File: src/rtl/mem_arb_pkg.sv
// Shared types and constants for the memory-port arbiter.
package mem_arb_pkg;

    // Arbiter state: idle, or busy on behalf of fetch or data.
    typedef enum logic [1:0] {
        IDLE    = 2'd0,
        BUSY_IF = 2'd1,
        BUSY_D  = 2'd2
    } arb_state_e;

    // Which requester owns the in-flight access.
    typedef enum logic {
        OWN_IF = 1'b0,
        OWN_D  = 1'b1
    } arb_owner_e;

    // RISC-V canonical NOP (addi x0, x0, 0), returned on an aborted fetch.
    localparam logic [31:0] NOP_INSTR = 32'h0000_0013;

    // Busy state that corresponds to a given owner.
    function automatic arb_state_e owner_state(arb_owner_e own);
        return (own == OWN_D) ? BUSY_D : BUSY_IF;
    endfunction

endpackage

File: src/rtl/arb_timeout_cnt.sv
// Access-timeout counter: counts cycles spent waiting for mem_ack and flags
// the cycle in which the wait reaches TIMEOUT_CYC. Only used with MEM_TIMEOUT_EN.
module arb_timeout_cnt #(
    parameter int unsigned TIMEOUT_CYC = 255
) (
    input  logic clk,
    input  logic rst,
    input  logic clr,
    input  logic inc,
    output logic expire
);
    localparam int unsigned CNT_W = (TIMEOUT_CYC > 1) ? $clog2(TIMEOUT_CYC) : 1;
    localparam logic [CNT_W-1:0] LAST = CNT_W'(TIMEOUT_CYC - 1);

    logic [CNT_W-1:0] cnt_q;

    // Terminal count: this waiting cycle is the TIMEOUT_CYC-th one.
    assign expire = inc && (cnt_q == LAST);

    // Count waiting cycles; restart on every grant and after expiry.
    always_ff @(posedge clk or posedge rst) begin
        if (rst) begin
            cnt_q <= '0;
        end else if (clr) begin
            cnt_q <= '0;
        end else if (inc) begin
            cnt_q <= expire ? '0 : cnt_q + 1'b1;
        end
    end

endmodule

File: src/rtl/mem_port_arbiter.sv
// Arbiter sharing one single-port memory between instruction fetch and
// load/store. Data wins over fetch; one access in flight; stall while busy.
// Optional build macro MEM_TIMEOUT_EN adds an access timeout with sticky err.
module mem_port_arbiter
    import mem_arb_pkg::*;
#(
    parameter int unsigned ADDR_W      = 32,
    parameter int unsigned DATA_W      = 32,
    parameter int unsigned TIMEOUT_CYC = 255
) (
    input  logic                clk,
    input  logic                rst,
    input  logic                if_req,
    input  logic [ADDR_W-1:0]   if_addr,
    output logic                if_gnt,
    output logic                if_rvalid,
    output logic [DATA_W-1:0]   if_rdata,
    input  logic                d_req,
    input  logic                d_we,
    input  logic [ADDR_W-1:0]   d_addr,
    input  logic [DATA_W-1:0]   d_wdata,
    input  logic [DATA_W/8-1:0] d_be,
    output logic                d_gnt,
    output logic                d_rvalid,
    output logic [DATA_W-1:0]   d_rdata,
    output logic                mem_req,
    output logic                mem_we,
    output logic [ADDR_W-1:0]   mem_addr,
    output logic [DATA_W-1:0]   mem_wdata,
    output logic [DATA_W/8-1:0] mem_be,
    input  logic                mem_ack,
    input  logic [DATA_W-1:0]   mem_rdata,
    output logic                stall,
    output logic                err
);
    localparam int unsigned BE_W = DATA_W / 8;

    arb_state_e state_q, state_d;
    arb_owner_e gnt_own, cur_own;
    logic       grant;
    logic       done;
    logic       abort;

    logic              mem_req_q;
    logic              mem_we_q;
    logic [ADDR_W-1:0] mem_addr_q;
    logic [DATA_W-1:0] mem_wdata_q;
    logic [BE_W-1:0]   mem_be_q;
    logic              if_rvalid_q, d_rvalid_q;
    logic [DATA_W-1:0] if_rdata_q, d_rdata_q;

    assign cur_own = (state_q == BUSY_D) ? OWN_D : OWN_IF;

    // Next state and grants; grants are suppressed while reset is asserted.
    always_comb begin
        state_d = state_q;
        if_gnt  = 1'b0;
        d_gnt   = 1'b0;
        grant   = 1'b0;
        gnt_own = OWN_IF;
        done    = 1'b0;
        unique case (state_q)
            IDLE: begin
                if (!rst && d_req) begin
                    d_gnt   = 1'b1;
                    grant   = 1'b1;
                    gnt_own = OWN_D;
                    state_d = owner_state(OWN_D);
                end else if (!rst && if_req) begin
                    if_gnt  = 1'b1;
                    grant   = 1'b1;
                    gnt_own = OWN_IF;
                    state_d = owner_state(OWN_IF);
                end
            end
            BUSY_IF, BUSY_D: begin
                if (mem_ack || abort) begin
                    done    = 1'b1;
                    state_d = IDLE;
                end
            end
            default: state_d = IDLE;
        endcase
    end

    // State register.
    always_ff @(posedge clk or posedge rst) begin
        if (rst) begin
            state_q <= IDLE;
        end else begin
            state_q <= state_d;
        end
    end

    // Memory request: latch the winner's attributes on grant, hold until done.
    always_ff @(posedge clk or posedge rst) begin
        if (rst) begin
            mem_req_q   <= 1'b0;
            mem_we_q    <= 1'b0;
            mem_addr_q  <= '0;
            mem_wdata_q <= '0;
            mem_be_q    <= '0;
        end else if (grant) begin
            mem_req_q   <= 1'b1;
            mem_we_q    <= (gnt_own == OWN_D) ? d_we : 1'b0;
            mem_addr_q  <= (gnt_own == OWN_D) ? d_addr : if_addr;
            mem_wdata_q <= (gnt_own == OWN_D) ? d_wdata : '0;
            mem_be_q    <= (gnt_own == OWN_D) ? d_be : '1;
        end else if (done) begin
            mem_req_q   <= 1'b0;
        end
    end

    // Completion pulses and read data; rdata holds between pulses.
    always_ff @(posedge clk or posedge rst) begin
        if (rst) begin
            if_rvalid_q <= 1'b0;
            d_rvalid_q  <= 1'b0;
            if_rdata_q  <= '0;
            d_rdata_q   <= '0;
        end else begin
            if_rvalid_q <= done && (cur_own == OWN_IF);
            d_rvalid_q  <= done && (cur_own == OWN_D);
            if (done && (cur_own == OWN_IF)) begin
                if_rdata_q <= abort ? DATA_W'(NOP_INSTR) : mem_rdata;
            end
            if (done && (cur_own == OWN_D)) begin
                d_rdata_q <= abort ? '0 : mem_rdata;
            end
        end
    end

`ifdef MEM_TIMEOUT_EN
    logic expire;
    logic err_q;

    arb_timeout_cnt #(
        .TIMEOUT_CYC(TIMEOUT_CYC)
    ) u_timeout (
        .clk   (clk),
        .rst   (rst),
        .clr   (grant),
        .inc   (mem_req_q && !mem_ack),
        .expire(expire)
    );

    // An ack in the terminal cycle wins because expire requires !mem_ack.
    assign abort = expire;

    // Sticky timeout flag, cleared only by reset.
    always_ff @(posedge clk or posedge rst) begin
        if (rst) begin
            err_q <= 1'b0;
        end else if (abort) begin
            err_q <= 1'b1;
        end
    end

    assign err = err_q;
`else
    logic unused_timeout;
    assign unused_timeout = ^TIMEOUT_CYC;
    assign abort          = 1'b0;
    assign err            = 1'b0;
`endif

    assign mem_req   = mem_req_q;
    assign mem_we    = mem_we_q;
    assign mem_addr  = mem_addr_q;
    assign mem_wdata = mem_wdata_q;
    assign mem_be    = mem_be_q;
    assign if_rvalid = if_rvalid_q;
    assign if_rdata  = if_rdata_q;
    assign d_rvalid  = d_rvalid_q;
    assign d_rdata   = d_rdata_q;
    assign stall     = (state_q != IDLE);

endmodule
File: config.mk
export PLATFORM = sky130hd
export DESIGN_NAME = mem_port_arbiter
export DESIGN_NICKNAME = d
export VERILOG_FILES = /design/src/rtl/mem_arb_pkg.sv /design/src/rtl/arb_timeout_cnt.sv /design/src/rtl/mem_port_arbiter.sv
export SDC_FILE = /design/constraint.sdc
export NUM_CORES = 1
export LEC_CHECK = 0
export BUFFER_PORTS_ARGS = -buffer_cell sky130_fd_sc_hd__buf_2
export CELL_PAD_IN_SITES_DETAIL_PLACEMENT = 0
export CELL_PAD_IN_SITES_GLOBAL_PLACEMENT = 1
export CORE_ASPECT_RATIO = 1.1
export CORE_MARGIN = 5
export CORE_UTILIZATION = 35
export DETAILED_ROUTE_END_ITERATION = 10
export HOLD_SLACK_MARGIN = 0.06
export PLACE_DENSITY_LB_ADDON = 0.1
export SYNTH_ARGS = -nofsm -noshare
export SYNTH_HDL_FRONTEND = slang
export SYNTH_SLANG_ARGS = --single-unit
File: constraint.sdc
create_clock -name clk -period 5.5 [get_ports clk]
set_clock_uncertainty 0.1 [all_clocks]
set_input_delay 0.55 -clock clk [delete_from_list [all_inputs] [get_ports clk]]
set_output_delay 0.55 -clock clk [all_outputs]
set_load 0.01 [all_outputs]
==> flow_summary.json, run 1 <==
{
  "fp.dieW_um": 130,
  "area_delta_synth_final_pct": 40.2,
  "io_pins": 278,
  "rsz0062_at_grt": "no",
  "yosysWarnings": 0,
  "max_stage_delay_ns": 0.42,
  "clock-root-buffer": "clkbuf_16",
  "cap_violations": 0,
  "drt_first_pass_iters": 4,
  "fp.coreArea_sq_um": 15600,
  "hold_ws_ns": 0.195,
  "routed_wl_mm": 14.5,
  "first_global_vias": 4365,
  "grt_first_pass_wirelength_mm": 22.5,
  "ctsLongestPathBuffers": 2,
  "ys_types": 24,
  "crit_family": "buffers and inverters",
  "hold_violations": 0,
  "die-area_sq_um": 18400,
  "synth_seq_cells": 138,
  "slew_headroom": 0.403,
  "ant_nets": 0,
  "io_buffer_count": 276,
  "cts_tree": "built",
  "drt_iter0_markers": 101,
  "overflow": 0,
  "gp_congestion": 0.730,
  "stdcell_count": 847,
  "syn_area_sq_um": 5530,
  "crit_top_cell": "inv_1",
  "final_common_cell": "buf_2",
  "antenna_found_initial": 0,
  "startpoint_type": "flop",
  "critPathSlowestCell": "nand3b_4",
  "dp_hpwl_mm": 11.0,
  "clk_latency_ns": 0.41,
  "cts_buffers": 17,
  "syn-mean-instance-area_sq_um": 15.7,
  "hold_path.class": "input port to async pin",
  "cp.required_ns": 4.85,
  "final_area_sq_um": 7760,
  "yosysSeqAreaShare": 0.624,
  "p_leak_nw": 3.95,
  "setup_viol": 0,
  "drc": 0,
  "worstSetupPathType": "flop to primary output",
  "grt_max_degree": 72,
  "power_mw": 4.48,
  "crit_arrival_ns": 1.99,
  "end_kind": "primary output",
  "crit_fanout": 34,
  "initial_core_util": 0.354,
  "h-tree-depth": 4,
  "status": "finished, final reports clean",
  "path_cells": "inv_1 > ha_1 > nand3b_4 > inv_1 > buf_2",
  "netlist_instances": 352,
  "cp.buffers_inverters": 3,
  "n_fill_cell": 1416,
  "grt_use_total": 0.158,
  "peakVddDrop_mv": 0.269,
  "dp_cells": 814,
  "cts.clk_slew.worst_paths_ns": 0.06,
  "placed_area_sq_um": 7120,
  "postCtsSetupBuffers": 0,
  "cts.sinks": 138,
  "tns_ns": 0,
  "rows": 48,
  "vias": 3919,
  "final_cell_mix": "buf_2 (276), dfrtp_1 (138), mux2_2 (99)",
  "dieHeight_um": 142,
  "worst_pin_slew_ns": 0.896,
  "cts_hold_buffers": 0,
  "final_nets": 774,
  "fin_crit_ns": 2.64,
  "avgRoutedWirePerCell_um": 17.1,
  "post_cts_resized": 0,
  "via_per_inst": 4.63,
  "min_period_over_period": 0.481,
  "drv_slew": 0,
  "syn_nets": 493,
  "max_freq_ghz": 0.378,
  "p_per_area_nw_per_um2": 577,
  "drive_gt1_frac": 0.647
}
-- state kept, by name, indices dropped and copies added, names as in the netlist --
register   flops
mem_addr      32
mem_req        1
state_q        2
mem_be         4
d_rdata       32
if_rdata      32
d_rvalid       1
if_rvalid      1
mem_we         1
mem_wdata     32
-- power breakdown --
part | switching [mW] | total (mW) | leakage [nW] | internal, mW
clock | 0.420 | 1.21 | 0.305 | 0.794
combinational | 0.776 | 1.59 | 1.95 | 0.810
sequential | 0.209 | 1.68 | 1.70 | 1.47
-- final timing paths --
check | from | end | slack [ns] | cells after the start
min in group clk | d_wdata[3] | mem_wdata[3] | 0.25 | 2
min | rst | mem_addr[21] | 0.19 | 2
max reg2reg | state_q[1] | if_rdata[16] | 2.94 | 7
max | state_q[0] | d_gnt | 2.86 | 5
min reg2reg | mem_req | mem_req | 0.39 | 2
max in group asynchronous | rst | if_rdata[24] | 3.79 | 3
-- kinds of logic after synthesis --
logic type	count (synthesis)	synth area share
flip-flops	138	0.624
AND/OR/NAND/NOR	14	0.0208
AO/OA/AOI/OAI	41	0.0642
other	1	0.000678
adder cells (fa/ha/maj)	3	0.00678
buffers and inverters	27	0.0231
multiplexers	128	0.260
-- per-layer routing --
metal	GRT usage	wire, um	vias up
met1	0.176	5430	1891
li1	-	-	1843
met3	0.0678	1600	20
met5	0	0	-
met2	0.265	7070	165
met4	0.0640	357	0
-- Yosys cell counts --
cell type / count / area, sq um
a22o_1: 35 / 307
nand2_1: 4 / 15.0
o22a_1: 4 / 35.0
o311ai_0: 1 / 8.76
or2_2: 1 / 6.26
nor2b_1: 1 / 6.26
nand3_1: 1 / 5.00
nor2_1: 1 / 3.75
nor3_4: 1 / 16.3
and3b_1: 1 / 8.76
mux2_2: 99 / 1110
clkbuf_1: 6 / 22.5
buf_4: 4 / 30.0
nor4_4: 1 / 21.3
mux2_1: 29 / 327
conb_1: 1 / 3.75
o21ai_1: 1 / 5.00
nand4_1: 1 / 6.26
nand3b_4: 1 / 20.0
ha_1: 3 / 37.5
nand2b_1: 1 / 6.26
buf_2: 9 / 45.0
dfrtp_1: 138 / 3450
inv_1: 8 / 30.0
-- worst register-to-register path, delay by kind of cell (launching register included) --
| family | cells | cell delay, ns |
|---|---|---|
| fa+ha+maj | 1 | 0.32 |
| buf+inv | 3 | 0.91 |
| flops | 1 | 0.37 |
| mux | 1 | 0.37 |
| simple gates | 2 | 0.37 |
-- metrics by stage --
stage,setup WS (ns),util
after detailed placement,2.87,0.456
after global routing,2.66,0.497
after global placement,2.93,0.456
after CTS,2.80,0.497
after floorplan,0.945,-
final,2.86,0.497
-- area by class of cell --
class                           count  area [sq um]  share of cell area
Sequential cell                   138          3450               0.445
Multi-Input combinational cell    187          1960               0.253
Timing Repair Buffer              281          1420               0.183
Clock buffer                       21           470              0.0606
Tap cell                          200           250              0.0323
Clock inverter                     11           166              0.0214
Inverter                            8          35.0             0.00452
Antenna cell                        1          2.50            0.000323
Power figures use the tool's default switching activity.
==> run 2, diff against run 1 <==
--- a/config.mk
+++ b/config.mk
@@ -5,12 +5,13 @@
 export SDC_FILE = /design/constraint.sdc
 export NUM_CORES = 1
 export LEC_CHECK = 0
+export ABC_AREA = 1
 export BUFFER_PORTS_ARGS = -buffer_cell sky130_fd_sc_hd__buf_2
 export CELL_PAD_IN_SITES_DETAIL_PLACEMENT = 0
 export CELL_PAD_IN_SITES_GLOBAL_PLACEMENT = 1
 export CORE_ASPECT_RATIO = 1.1
 export CORE_MARGIN = 5
-export CORE_UTILIZATION = 35
+export CORE_UTILIZATION = 33
 export DETAILED_ROUTE_END_ITERATION = 10
 export HOLD_SLACK_MARGIN = 0.06
 export PLACE_DENSITY_LB_ADDON = 0.1
==> constraint.sdc (replaced) <==
create_clock -name clk -period 2.55 [get_ports clk]
set_clock_uncertainty 0.1 [all_clocks]
set_input_delay 0.255 -clock clk [delete_from_list [all_inputs] [get_ports clk]]
set_output_delay 0.255 -clock clk [all_outputs]
set_load 0.01 [all_outputs]
==> run 2 against run 1 <==
Effect of this change: final cell count increased by 53%; via count increased by 46%; first-iteration DRC count increased to 2.6 times the previous value; largest power group unchanged.
==> flow_summary.json, run 2 <==
{
  "status": "finished, final reports clean",
  "min_period_over_period": 0.887,
  "p_sw_frac": 0.363,
  "crit_fanout": 35,
  "crit_arrival_ns": 1.91,
  "grt_first_pass_wirelength_mm": 28.4,
  "final_nets": 1185,
  "synth_seq_cells": 138,
  "p_per_area_nw_per_um2": 1050,
  "die-area_sq_um": 20500,
  "antenna_found_initial": 0,
  "area_delta_synth_final_pct": 54.3,
  "yosysSeqAreaShare": 0.591,
  "cap_violations": 0,
  "yosysWarnings": 0,
  "p_sw_mw": 3.42,
  "clock-root-buffer": "clkbuf_16",
  "cp.required_ns": 2.19,
  "critPathSlowestCell": "inv_2",
  "postCtsSetupBuffers": 0,
  "fin_crit_ns": 2.26,
  "drc": 0,
  "max_freq_ghz": 0.442,
  "startpoint_type": "flop",
  "dieHeight_um": 150,
  "worst_pin_slew_ns": 0.895,
  "ctsLongestPathBuffers": 2,
  "vias": 5728,
  "synth_commonest_cells": "nand2_1 (309), dfrtp_1 (138), o21ai_0 (73)",
  "slew_headroom": 0.403,
  "crit_family": "buffers and inverters",
  "cts.clk_slew.worst_paths_ns": 0.06,
  "final_common_cell": "nand2_1",
  "clk_latency_ns": 0.40,
  "h-tree-depth": 4,
  "cts_tree": "built",
  "cts_buffers": 17,
  "p_leak_nw": 4.97,
  "worstSetupPathType": "flop to primary output",
  "cts.sinks": 138,
  "pwr-share-clk": 0.270,
  "final_cell_mix": "nand2_1 (307), buf_2 (276), dfrtp_1 (138)",
  "fp.coreArea_sq_um": 17500,
  "synth_area_leaders": "dfrtp_1 (59%), nand2_1 (20%), o21ai_0 (6.3%), nand4_1 (3.4%), inv_1 (2.6%)",
  "first_global_vias": 5784,
  "fp.dieW_um": 137,
  "grt_max_degree": 168,
  "antenna_cells": 0,
  "ys_types": 20,
  "max_stage_delay_ns": 0.43,
  "rows": 51,
  "yosysMostFrequentCell": "nand2_1",
  "ys.flop_type": "dfrtp_1",
  "overflow": 0,
  "hold_violations": 0,
  "dp_hpwl_mm": 12.4,
  "gp_congestion": 0.779,
  "path_cells": "inv_1 > ha_1 > nand3_4 > inv_2 > buf_2",
  "tns_ns": 0,
  "drv_slew": 0,
  "p_int_mw": 6.02,
  "yosysTopAreaCell": "dfrtp_1",
  "end_kind": "primary output",
  "syn_area_sq_um": 5840,
  "synthArstFlopShare": 1.00,
  "avgRoutedWirePerCell_um": 13.9,
  "peakVddDrop_mv": 0.611,
  "drive_gt1_frac": 0.307,
  "netlist_instances": 683,
  "hold_path.class": "input port to flop",
  "p_seq_frac": 0.374,
  "grt_use_total": 0.175,
  "cp.buffers_inverters": 3,
  "placed_area_sq_um": 7350,
  "initial_core_util": 0.333,
  "share_comb_of_total_power": 0.356,
  "final_area_sq_um": 9010,
  "power_mw": 9.44,
  "drt_first_pass_iters": 5,
  "io_pins": 278,
  "setup_viol": 0,
  "syn-mean-instance-area_sq_um": 8.55,
  "io_buffer_count": 276,
  "synth.top_cell.area_share": 0.591,
  "ant_nets": 0,
  "via_per_inst": 4.42,
  "syn_nets": 824,
  "rsz0062_at_grt": "no",
  "synth_edf_count": 0,
  "drt_iter0_markers": 261,
  "routed_wl_mm": 18.1
}
==> run 2: changes by cell type in the layout (fill, tap and decap cells not counted), sizes merged, moves of 2 or more <==
cell,change
inv,+34
nand3,+2
buf,+4
a22o,-35
o21ai,+100
dlygate4sd3,+103
nand2,+307
o22a,-4
mux2,-128
nand4,+31
nor2,+4
==> run 2: routing by layer <==
layer | track usage | wire (um) | up-vias | share of wire
met4 | 0.0808 | 558 | 0 | 0.031
li1 | - | - | 2874 | -
met5 | 0 | 0 | - | 0
met1 | 0.217 | 7630 | 2613 | 0.42
met2 | 0.288 | 8620 | 205 | 0.48
met3 | 0.0420 | 1250 | 36 | 0.069
==> run 2: layout make-up <==
| cell class | count | area, sq um |
|---|---|---|
| fillers | 1671 | 8540 |
| flip-flops and latches | 138 | 3450 |
| repair buffers | 388 | 2490 |
| multi-input cells | 456 | 1980 |
| clock buffers | 22 | 484 |
| well taps | 238 | 298 |
| inverters | 43 | 166 |
| clock inverters | 10 | 140 |
==> run 2: worst paths after layout <==
check,to,cells after the start,start,slack (ns)
worst max-delay path,d_gnt,5,state_q[0],0.29
worst min register to register,mem_addr[2],2,mem_addr[2],0.37
min in group asynchronous,state_q[0],3,rst,0.20
worst min-delay path,mem_addr[9],5,d_addr[9],0.09
worst max register to register,if_rdata[4],7,state_q[0],0.68
max in group asynchronous,mem_addr[0],4,rst,1.06
==> run 2: cell families (layout without fill, tap and decap cells) <==
| family | Yosys count | in the layout | synth area share |
|---|---|---|---|
| AO/OA/AOI/OAI | 101 | 101 | 0.0865 |
| buffers and inverters | 89 | 463 | 0.0713 |
| adder cells (fa/ha/maj) | 3 | 3 | 0.00643 |
| AND/OR/NAND/NOR | 351 | 351 | 0.244 |
| other | 1 | 1 | 0.000642 |
| flip-flops | 138 | 138 | 0.591 |
==> run 2: stage by stage <==
step | hold WS, ns | util | setup WS (ns) | std cells
6_report | 0.0910 | 0.513 | 0.289 | 1295
5_1_grt | 0.0997 | 0.513 | 0.159 | 1295
4_1_cts | 0.0708 | 0.513 | 0.268 | 1295
3_5_place_dp | 0.0620 | 0.419 | 0.670 | 1160
3_3_place_gp | 0.0648 | 0.419 | 0.710 | 1160
2_1_floorplan | 0.289 | - | 0.555 | 683
==> run 2: repair_timing <==
| action | 4_1_cts | 5_1_grt |
|---|---|---|
| resized for setup | 0 | 0 |
| hold buffers | 103 | 0 |
| hold endpoints to repair | 137 | 0 |
==> run 2: power groups by stage <==
stage	registers (mW)	logic, mW	clock network, mW
after floorplan	3.93	1.51	0
after global placement	3.56	3.23	0
after detailed placement	3.55	3.30	0
after CTS	3.54	3.42	2.63
after global routing	3.64	3.78	2.74
final	3.53	3.36	2.55
==> run 2: tightest hold or removal path, cell delays in order <==
cell and delay (ns):
buf_2 0.07, nand4_1 0.08, nand2_1 0.07, nand2_1 0.05, nand2_1 0.05
